**config.mk**
```make
export PLATFORM = sky130hd
export DESIGN_NAME = ikaz_buzzer_surucu
export DESIGN_NICKNAME = d
export VERILOG_FILES = /design/src/rtl/ikaz_buzzer_surucu.sv
export SDC_FILE = /design/constraint.sdc
export NUM_CORES = 1
export LEC_CHECK = 0
export ABC_AREA = 1
export CORE_UTILIZATION = 30
export CTS_BUF_LIST = sky130_fd_sc_hd__clkbuf_4
export DETAILED_ROUTE_END_ITERATION = 8
export SYNTH_ARGS = -nofsm -noshare
export SYNTH_HDL_FRONTEND = slang
export SYNTH_SLANG_ARGS = --single-unit
```
**constraint.sdc**
```tcl
create_clock -name clk -period 2.2 [get_ports clk]
set_input_delay 0.44 -clock clk [delete_from_list [all_inputs] [get_ports clk]]
set_output_delay 0.44 -clock clk [all_outputs]
set_load 0.01 [all_outputs]
```
**src/rtl/ikaz_buzzer_surucu.sv**
```systemverilog
//==============================================================================
// Module      : ikaz_buzzer_surucu
// Description : Turns the seat-belt and door warning levels into a timed
//               buzzer pattern. The door alarm has priority. The seat-belt
//               alarm escalates to a continuous tone after YUKSELT_SAYISI
//               completed beeps.
//               Optional macro IKAZ_SUSTUR_EN adds a driver mute (SUSTUR state).
// Revision    : 1.0 - initial release
//==============================================================================
`default_nettype none

module ikaz_buzzer_surucu #(
    parameter int TICK_DIV       = 1000,
    parameter int KEMER_ON_MS    = 200,
    parameter int KEMER_OFF_MS   = 800,
    parameter int KAPI_ON_MS     = 100,
    parameter int KAPI_OFF_MS    = 100,
    parameter int YUKSELT_SAYISI = 10
) (
    input  logic       clk,
    input  logic       rst_n,
    input  logic       emniyet_kemeri_ikaz_i,
    input  logic       kapi_ikaz_i,
    input  logic       sustur_i,
    output logic       buzzer_o,
    output logic [2:0] durum_o,
    output logic [7:0] bip_sayac_o
);

    typedef enum logic [2:0] {
        BEKLE     = 3'd0,
        KEMER_ON  = 3'd1,
        KEMER_OFF = 3'd2,
        KAPI_ON   = 3'd3,
        KAPI_OFF  = 3'd4,
        SUREKLI   = 3'd5,
        SUSTUR    = 3'd6
    } durum_t;

    // Longest phase in ms decides the width of the ms counter.
    localparam int MAX_AB = (KEMER_ON_MS > KEMER_OFF_MS) ? KEMER_ON_MS : KEMER_OFF_MS;
    localparam int MAX_CD = (KAPI_ON_MS > KAPI_OFF_MS) ? KAPI_ON_MS : KAPI_OFF_MS;
    localparam int MAX_MS = (MAX_AB > MAX_CD) ? MAX_AB : MAX_CD;
    localparam int PW     = (TICK_DIV > 1) ? $clog2(TICK_DIV) : 1;
    localparam int MW     = $clog2(MAX_MS + 1);

    durum_t          durum;
    durum_t          sonraki;
    logic [PW-1:0]   presc;
    logic [MW-1:0]   ms_say;
    logic [MW-1:0]   faz_son;
    logic            faz_bitti;
    logic            zamanli;
    logic [7:0]      bip_sayac;
    logic [7:0]      bip_artmis;
    logic            buzzer;

`ifndef IKAZ_SUSTUR_EN
    // Mute input has no function in this build.
    logic unused_sustur;
    assign unused_sustur = sustur_i;
`endif

    // Last ms index of the current timed phase and end-of-phase detection.
    always_comb begin
        faz_son = '0;
        zamanli = 1'b1;
        case (durum)
            KEMER_ON:  faz_son = MW'(KEMER_ON_MS - 1);
            KEMER_OFF: faz_son = MW'(KEMER_OFF_MS - 1);
            KAPI_ON:   faz_son = MW'(KAPI_ON_MS - 1);
            KAPI_OFF:  faz_son = MW'(KAPI_OFF_MS - 1);
            default:   zamanli = 1'b0;
        endcase
        faz_bitti  = zamanli && (presc == PW'(TICK_DIV - 1)) && (ms_say == faz_son);
        bip_artmis = (bip_sayac == 8'hFF) ? 8'hFF : bip_sayac + 8'd1;
    end

    // Next-state selection: input priority rules first, then phase timer, mute last.
    always_comb begin
        sonraki = durum;
        if (kapi_ikaz_i && !(durum inside {KAPI_ON, KAPI_OFF, SUSTUR})) begin
            sonraki = KAPI_ON;
        end else if (!kapi_ikaz_i && emniyet_kemeri_ikaz_i &&
                     (durum inside {BEKLE, KAPI_ON, KAPI_OFF})) begin
            sonraki = KEMER_ON;
        end else if (!kapi_ikaz_i && !emniyet_kemeri_ikaz_i && (durum != BEKLE)) begin
            sonraki = BEKLE;
        end else if (faz_bitti) begin
            case (durum)
                KEMER_ON:  sonraki = (bip_artmis == 8'(YUKSELT_SAYISI)) ? SUREKLI : KEMER_OFF;
                KEMER_OFF: sonraki = KEMER_ON;
                KAPI_ON:   sonraki = KAPI_OFF;
                KAPI_OFF:  sonraki = KAPI_ON;
                default:   sonraki = durum;
            endcase
        end
`ifdef IKAZ_SUSTUR_EN
        // A mute pulse overrides every other transition once an alarm is active.
        if (sustur_i && (durum != BEKLE)) begin
            sonraki = SUSTUR;
        end
`endif
    end

    // State, registered outputs, phase timers and beep counter.
    always_ff @(posedge clk or negedge rst_n) begin
        if (!rst_n) begin
            durum     <= BEKLE;
            buzzer    <= 1'b0;
            presc     <= '0;
            ms_say    <= '0;
            bip_sayac <= 8'd0;
        end else begin
            durum  <= sonraki;
            buzzer <= (sonraki inside {KEMER_ON, KAPI_ON, SUREKLI});

            // Timers restart on every state entry and only run in timed phases.
            if ((sonraki != durum) || !zamanli) begin
                presc  <= '0;
                ms_say <= '0;
            end else if (presc == PW'(TICK_DIV - 1)) begin
                presc  <= '0;
                ms_say <= ms_say + MW'(1);
            end else begin
                presc  <= presc + PW'(1);
            end

            // Count clears on entry to idle/door/mute; a completed belt beep bumps it.
            if ((sonraki != durum) && (sonraki inside {BEKLE, KAPI_ON, SUSTUR})) begin
                bip_sayac <= 8'd0;
            end else if ((durum == KEMER_ON) && (sonraki inside {KEMER_OFF, SUREKLI})) begin
                bip_sayac <= bip_artmis;
            end
        end
    end

    assign buzzer_o    = buzzer;
    assign durum_o     = durum;
    assign bip_sayac_o = bip_sayac;

endmodule

`default_nettype wire
```
* Yosys cells after proc, flatten, opt, wreduce, memory -nomap -nowiden
Cells that the tools add are included.
** Word-level totals
- Word-level logic and storage cells :: 64
- Input port bits :: 5
- Output and inout bits :: 12
- Bits in registers :: 32
** Cells by class
- Equal/unequal tests :: 15
- Add/sub/neg operators :: 3
- Multiplexer cells :: 15
- Reductions and logical operators :: 26
** Operators with widths (number)
- 2-to-1 mux 10 bit :: 4
- case mux 10 bit (3 select lines) :: 1
- 2-to-1 mux 8 bit :: 3
- adder 10 x 1 -> 10 bit, second input constant :: 2
- 2-to-1 mux 3 bit :: 5
- nonzero test 3 bit :: 5
- equality test 3 x 2 -> 1 bit, second input constant :: 4
- equality test 3 bit, second input constant :: 4
- case mux 3 bit (4 select lines) :: 1
- equality test 10 bit :: 1
- equality test 10 bit, second input constant :: 1
- logical AND 1 bit :: 9
- adder 8 x 1 -> 8 bit, second input constant :: 1
- equality test 8 x 4 -> 1 bit, second input constant :: 1
- equality test 8 bit, second input constant :: 1
- equality test 3 x 1 -> 1 bit, second input constant :: 2
- logical NOT 3 bit :: 2
- nonzero test 2 bit :: 3
- logical NOT 1 bit :: 4
- OR reduction 4 bit :: 1
- inequality test 3 bit :: 1
- OR reduction 2 bit :: 1
- logical OR 1 bit :: 1
- 2-to-1 mux 1 bit :: 1

* Logic depth before layout (Yosys ltp)
- Word-level depth :: 14
- Gate-level depth with buffers :: 20
- Mapped depth without buffers :: 19

* Least setup slack after synthesis
Ideal clock, no wire load.
- Kind :: register to register
- Start :: reg bip_sayac[0] (netlist: bip_sayac_o[0])
- End :: reg ms_say[8]
- Arrival time :: 2.200 ns
- Period minus slack after synthesis :: 2.269 ns
- Path buffers :: 1
- Data required time :: 2.131 ns
- Path slack :: -0.069 ns
- Setup time :: 0.069 ns
- Stages on the path, launching flop included :: 18
- Cell sequence :: dfrtp_1 ha_1 nand3_1 inv_1 nand2_1 nand3_1 nor2_1 nand2_1 nand2_1 nand2_1 nand2_1 nand3_2 nand2_1 nand2_1 nor2_2 nand3_2 buf_6 nor2_2
** Between the ends
- Word-level cells in the longest chain between the ends :: 12
- Elaborated cells on any way between the ends :: 14
- Classes of those cells :: add/sub: 1; eq/ne: 3; mux: 8; reduce/logical: 2
** RTL lines
- start: declaration :: line 54 : logic [7:0] bip_sayac;
- start signal: assignment :: line 133 : bip_sayac <= bip_artmis;
- adder 8 x 1 -> 8 bit or equality test 8 bit (tied branches) :: line 76 : bip_artmis = (bip_sayac == 8'hFF) ? 8'hFF : bip_sayac + 8'd1;
- 2-to-1 mux 8 bit * :: line 76
- equality test 8 x 4 -> 1 bit * :: line 91 : KEMER_ON: sonraki = (bip_artmis == 8'(YUKSELT_SAYISI)) ? SUREKLI : KEMER_OFF;
- 2-to-1 mux 3 bit * :: line 91
- case mux 3 bit (4 select lines) * :: line 90 : case (durum)
- 2-to-1 mux 3 bit * :: line 89 : end else if (faz_bitti) begin
- 2-to-1 mux 3 bit * :: line 87 : end else if (!kapi_ikaz_i && !emniyet_kemeri_ikaz_i && (durum != BEKLE)) begin
- 2-to-1 mux 3 bit * :: line 84 : end else if (!kapi_ikaz_i && emniyet_kemeri_ikaz_i &&
- 2-to-1 mux 3 bit * :: line 82 : if (kapi_ikaz_i && !(durum inside {KAPI_ON, KAPI_OFF, SUSTUR})) begin
- inequality test 3 bit * :: line 119 : if ((sonraki != durum) || !zamanli) begin
- logical OR 1 bit * :: line 119
- 2-to-1 mux 10 bit or nonzero test 2 bit (tied branches)
- end signal: assignment :: line 124 : ms_say <= ms_say + MW'(1);
- end: declaration :: line 50 : logic [MW-1:0] ms_say;
Mark *: on every way between the ends. The rest lies on a longest branch, timed or not.
A chain may end at the register's enable or synchronous reset.

* Worst setup path in the final report
- Start :: reg durum[1] (netlist: durum_o[1])
- End :: reg presc[7]
** Between the ends
- Word-level cells in the longest chain between the ends :: 12
- Elaborated cells on any way between the ends :: 29
- Classes of those cells :: eq/ne: 7; mux: 8; reduce/logical: 14
** RTL lines
- start: declaration :: line 47 : durum_t durum;
- start signal: assignment :: line 115 : durum <= sonraki;
- equality test 3 x 2 -> 1 bit (tied with other cells)
- OR reduction 2 bit (no line) or OR reduction 4 bit (tied branches)
- case mux 10 bit (3 select lines) or 2-to-1 mux 1 bit (tied branches) :: line 68 : case (durum)
- equality test 10 bit or logical AND 1 bit (tied branches) :: line 75 : faz_bitti = zamanli && (presc == PW'(TICK_DIV - 1)) && (ms_say == faz_son);
- logical AND 1 bit :: line 75
- 2-to-1 mux 3 bit :: line 89
- 2-to-1 mux 3 bit :: line 87
- 2-to-1 mux 3 bit :: line 84
- 2-to-1 mux 3 bit * :: line 82
- net sonraki[1] :: line 48 : durum_t sonraki;
- inequality test 3 bit * :: line 119
- logical OR 1 bit * :: line 119
- 2-to-1 mux 10 bit * :: line 119
- end signal: assignment :: line 126 : presc <= presc + PW'(1);
- end: declaration :: line 49 : logic [PW-1:0] presc;
The timed path passes the listed nets; every way through them passes the cells marked *.

==> run_results.csv <==
group,metric,value,unit
sta,fin_crit,2327,ps
worst_setup_path,worstSetupStartpointType,"flip-flop",
worst_setup_path,reg2reg_setup_slack,-130,ps
final_layout,drive_above_1_share,0.3698,
sta,final-hold-violation-count,0,
cts,cts_hold_buf,0,
grt,global_route.overflow_total,0,
final_layout,diodes,0,
sta,worstMarginPinSlew,417.7,ps
final_layout,nets,464,
sta,rsz0062_at_grt,"yes",
sta,maxSlewHeadroom,0.7215,
die,die_h,89.89,um
final_layout,fin_cells,556,
cts,cts-root-buf,"clkbuf_4",
synth,synth_area_leaders,"dfrtp_1 (35%), nand2_1 (18%), nand3_1 (9.7%)",
cts,cts.sinks,32,
grt,grt_pass1_vias,2408,
grt,antenna_found_initial,0,
power,p_per_area,853.3,nW/um2
detailed_routing,wirelength,6.121,mm
cts,cts-buffers-inserted,5,
synth,synthTopCellsByCount,"nand2_1 (111), inv_1 (52), nand3_1 (45), nor2_1 (43), dfrtp_1 (32)",
worst_setup_path,crit_path_end_kind,"flip-flop",
grt,track_usage,0.1579,
synth,synth-seq-area-share,0.3456,
placement,dpl.hpwl,4.261,mm
cts,htree_levels,2,
synth,synth_edf_count,0,
grt,grt_max_degree,33,
run,cap_viol_max_count,0,
final_layout,nFillCells,721,
placement,numPortBuffers,15,
synth,syn_inst,360,
sta,min_period_over_period,1.058,
placement,dp.cells,535,
final_layout,ff_latch_area,809.5,um2
synth,ys.warnings.count,0,
hold_path,holdCritPathClass,"primary input to async pin",
worst_setup_path,r2r_start,"durum_o[1]",
synth,syn_area,2317,um2
die,rows,31,
worst_setup_path,critPathArrivalTime,2600,ps
worst_setup_path,critPathRequiredTime,2470,ps
synth,yosysMostFrequentCell,"nand2_1",
die,coreArea,7370,um2
synth,synth_top_cell_area_share,0.3456,
cts,cts_tree,"done",
final_layout,multi_input_area,1584,um2
synth,ys_types,26,
synth,synth-seq-cells,32,
worst_setup_path,reg2reg_to,"presc[7]",
final_layout,areaGrowthSynthToFinish,54.27,%
detailed_routing,wire_per_inst,11.01,um
synth,synth_nets,368,
worst_setup_path,startpoint,"durum_o[1]",
sta,worst_slack,-127.4,ps
cts,clockBufferDepth,2,
sta,drv_slew,0,
worst_setup_path,cp_max_fo,7,
grt,grt_pass1_wl,10.51,mm
sta,totalNegativeSetupSlack,-2302,ps
detailed_routing,num_vias,2538,
die,dieArea,8079,um2
synth,syn_area_per_cell,6.437,um2
power,power.total,3.050,mW
cts,cts.clk_slew.worst_paths,100,ps
sta,fin_skew,9.112,ps
detailed_routing,drc_errors,0,
die,io_pins,17,
synth,synth_area_leader_cell,"dfrtp_1",
detailed_routing,via_per_inst,4.565,
sta,max_freq,429.7,MHz
detailed_routing,drtIter0Drc,105,
detailed_routing,drt_first_pass_iters,4,
die,fp.dieW,89.89,um
power,ir_drop,0.3641,mV
power,leakagePower,1.760,nW
sta,setup_violations,26,
synth,postSynth.topFlopCell,"dfrtp_1",
worst_setup_path,path_class,"flip-flop to flip-flop",
synth,synthArstFlopShare,1.000,
outcome,violations,"setup timing",
sta,holdWs,489.6,ps
outcome,outcome,"complete, but fails checks",
detailed_routing,drt.antenna.violating_nets,0,
placement,gp_congestion,0.8592,
worst_setup_path,reg2regPathDepth,16,
die,start_util,0.3144,
cts,clk_latency,330,ps
[metrics by stage]
stage          area, um2  setup slack [ps]  utilization
6_report            3575            -127.4       0.4851
3_3_place_gp        3064            -278.9       0.4158
3_5_place_dp        3064            -290.3       0.4158
4_1_cts             3418            -1.281       0.4638
2_1_floorplan       2321            0.9455            -
5_1_grt             3575            -276.9       0.4851
[cell type report]
| class | instances | share of cell area |
|---|---|---|
| timing repair buffer | 92 | 0.2156 |
| sequential | 32 | 0.2265 |
| tap | 99 | 0.03465 |
| clock buffer | 5 | 0.01050 |
| clock inverter | 3 | 0.01050 |
| multi-input combinational | 270 | 0.4431 |
| inverter | 55 | 0.05915 |
[power breakdown]
| part | leakage (nW) | switching (mW) | total [mW] | internal [mW] |
|---|---|---|---|---|
| registers | 0.426 | 0.0943 | 0.740 | 0.646 |
| logic | 1.29 | 1.00 | 1.88 | 0.878 |
| clock network | 0.0403 | 0.199 | 0.431 | 0.232 |
[flip-flops by register name, indices dropped and copies added, names as in the netlist]
signal       count
bip_sayac_o      8
buzzer_o         1
durum_o          3
ms_say          10
presc           10
[routing by layer]
layer	up-vias	track usage	wire length (um)
li1	1315	-	-
met1	1169	0.1946	2715
met2	43	0.2718	3100
met3	11	0.03384	202
met4	0	0.05511	103
met5	-	0	0
[logic make-up (layout without fill, tap and decap cells)]
group                      after synthesis  count (layout)  synth area share
AOI/OAI and AO/OA                       18              18           0.04050
xor gates and xnor gates                12              12           0.04536
adders and majority gates                3               3           0.01620
buffers and inverters                   58             155           0.09935
DFF                                     32              32            0.3456
and+or+nand+nor                        237             237            0.4530
[how the worst max path moves through the flow]
| stage | depth (start not counted) | endpoint |
|---|---|---|
| 3_5_place_dp | 14 | bip_sayac_o[0] |
| 5_1_grt | 16 | presc[7] |
| 4_1_cts | 15 | presc[3] |
| 6_report | 16 | presc[7] |
| 2_1_floorplan | 17 | ms_say[8] |
| 3_3_place_gp | 12 | presc[4] |
[cell usage in the layout, fill, tap and decap left out, types with 2 or more instances in the layout]
| cell | count |
|---|---|
| nand2_1 | 95 |
| buf_4 | 68 |
| inv_1 | 51 |
| nand3_1 | 34 |
| dfrtp_1 | 25 |
| nor2_1 | 24 |
| nor2_2 | 20 |
| clkdlybuf4s50_1 | 15 |
| nand2_2 | 14 |
| nor2_4 | 10 |
| nand3_2 | 10 |
| xor2_1 | 10 |
| buf_6 | 8 |
| dfrtp_2 | 7 |
| nand2_4 | 6 |
| nand4_1 | 6 |
| a21oi_1 | 6 |
| nand3_4 | 5 |
| nor3_1 | 5 |
| clkbuf_4 | 5 |
| a21oi_2 | 4 |
| or2_2 | 3 |
| o21ai_1 | 3 |
| clkinv_1 | 3 |
| o21ai_0 | 3 |
| inv_4 | 2 |
| xnor2_1 | 2 |
[critical path, stage by stage (launching register included)]
cell,delay [ps]
dfrtp_2,520
nor2_4,180
nand2_4,100
nand3_2,80
nand2_2,70
nor2_2,160
nand3_4,120
nor2_2,100
nand2_1,60
nand2_2,90
nand2_2,70
nand2_2,70
nand2_2,60
nor2_4,160
nand4_1,150
buf_6,180
nor2_1,100
[what timing repair did]
action | 4_1_cts | 5_1_grt
setup endpoints to repair | 28 | 29
buffers inserted | 9 | 4
resized for setup | 57 | 38
pin swaps | 22 | 30
No activity file was read; power rests on OpenSTA's default activity.
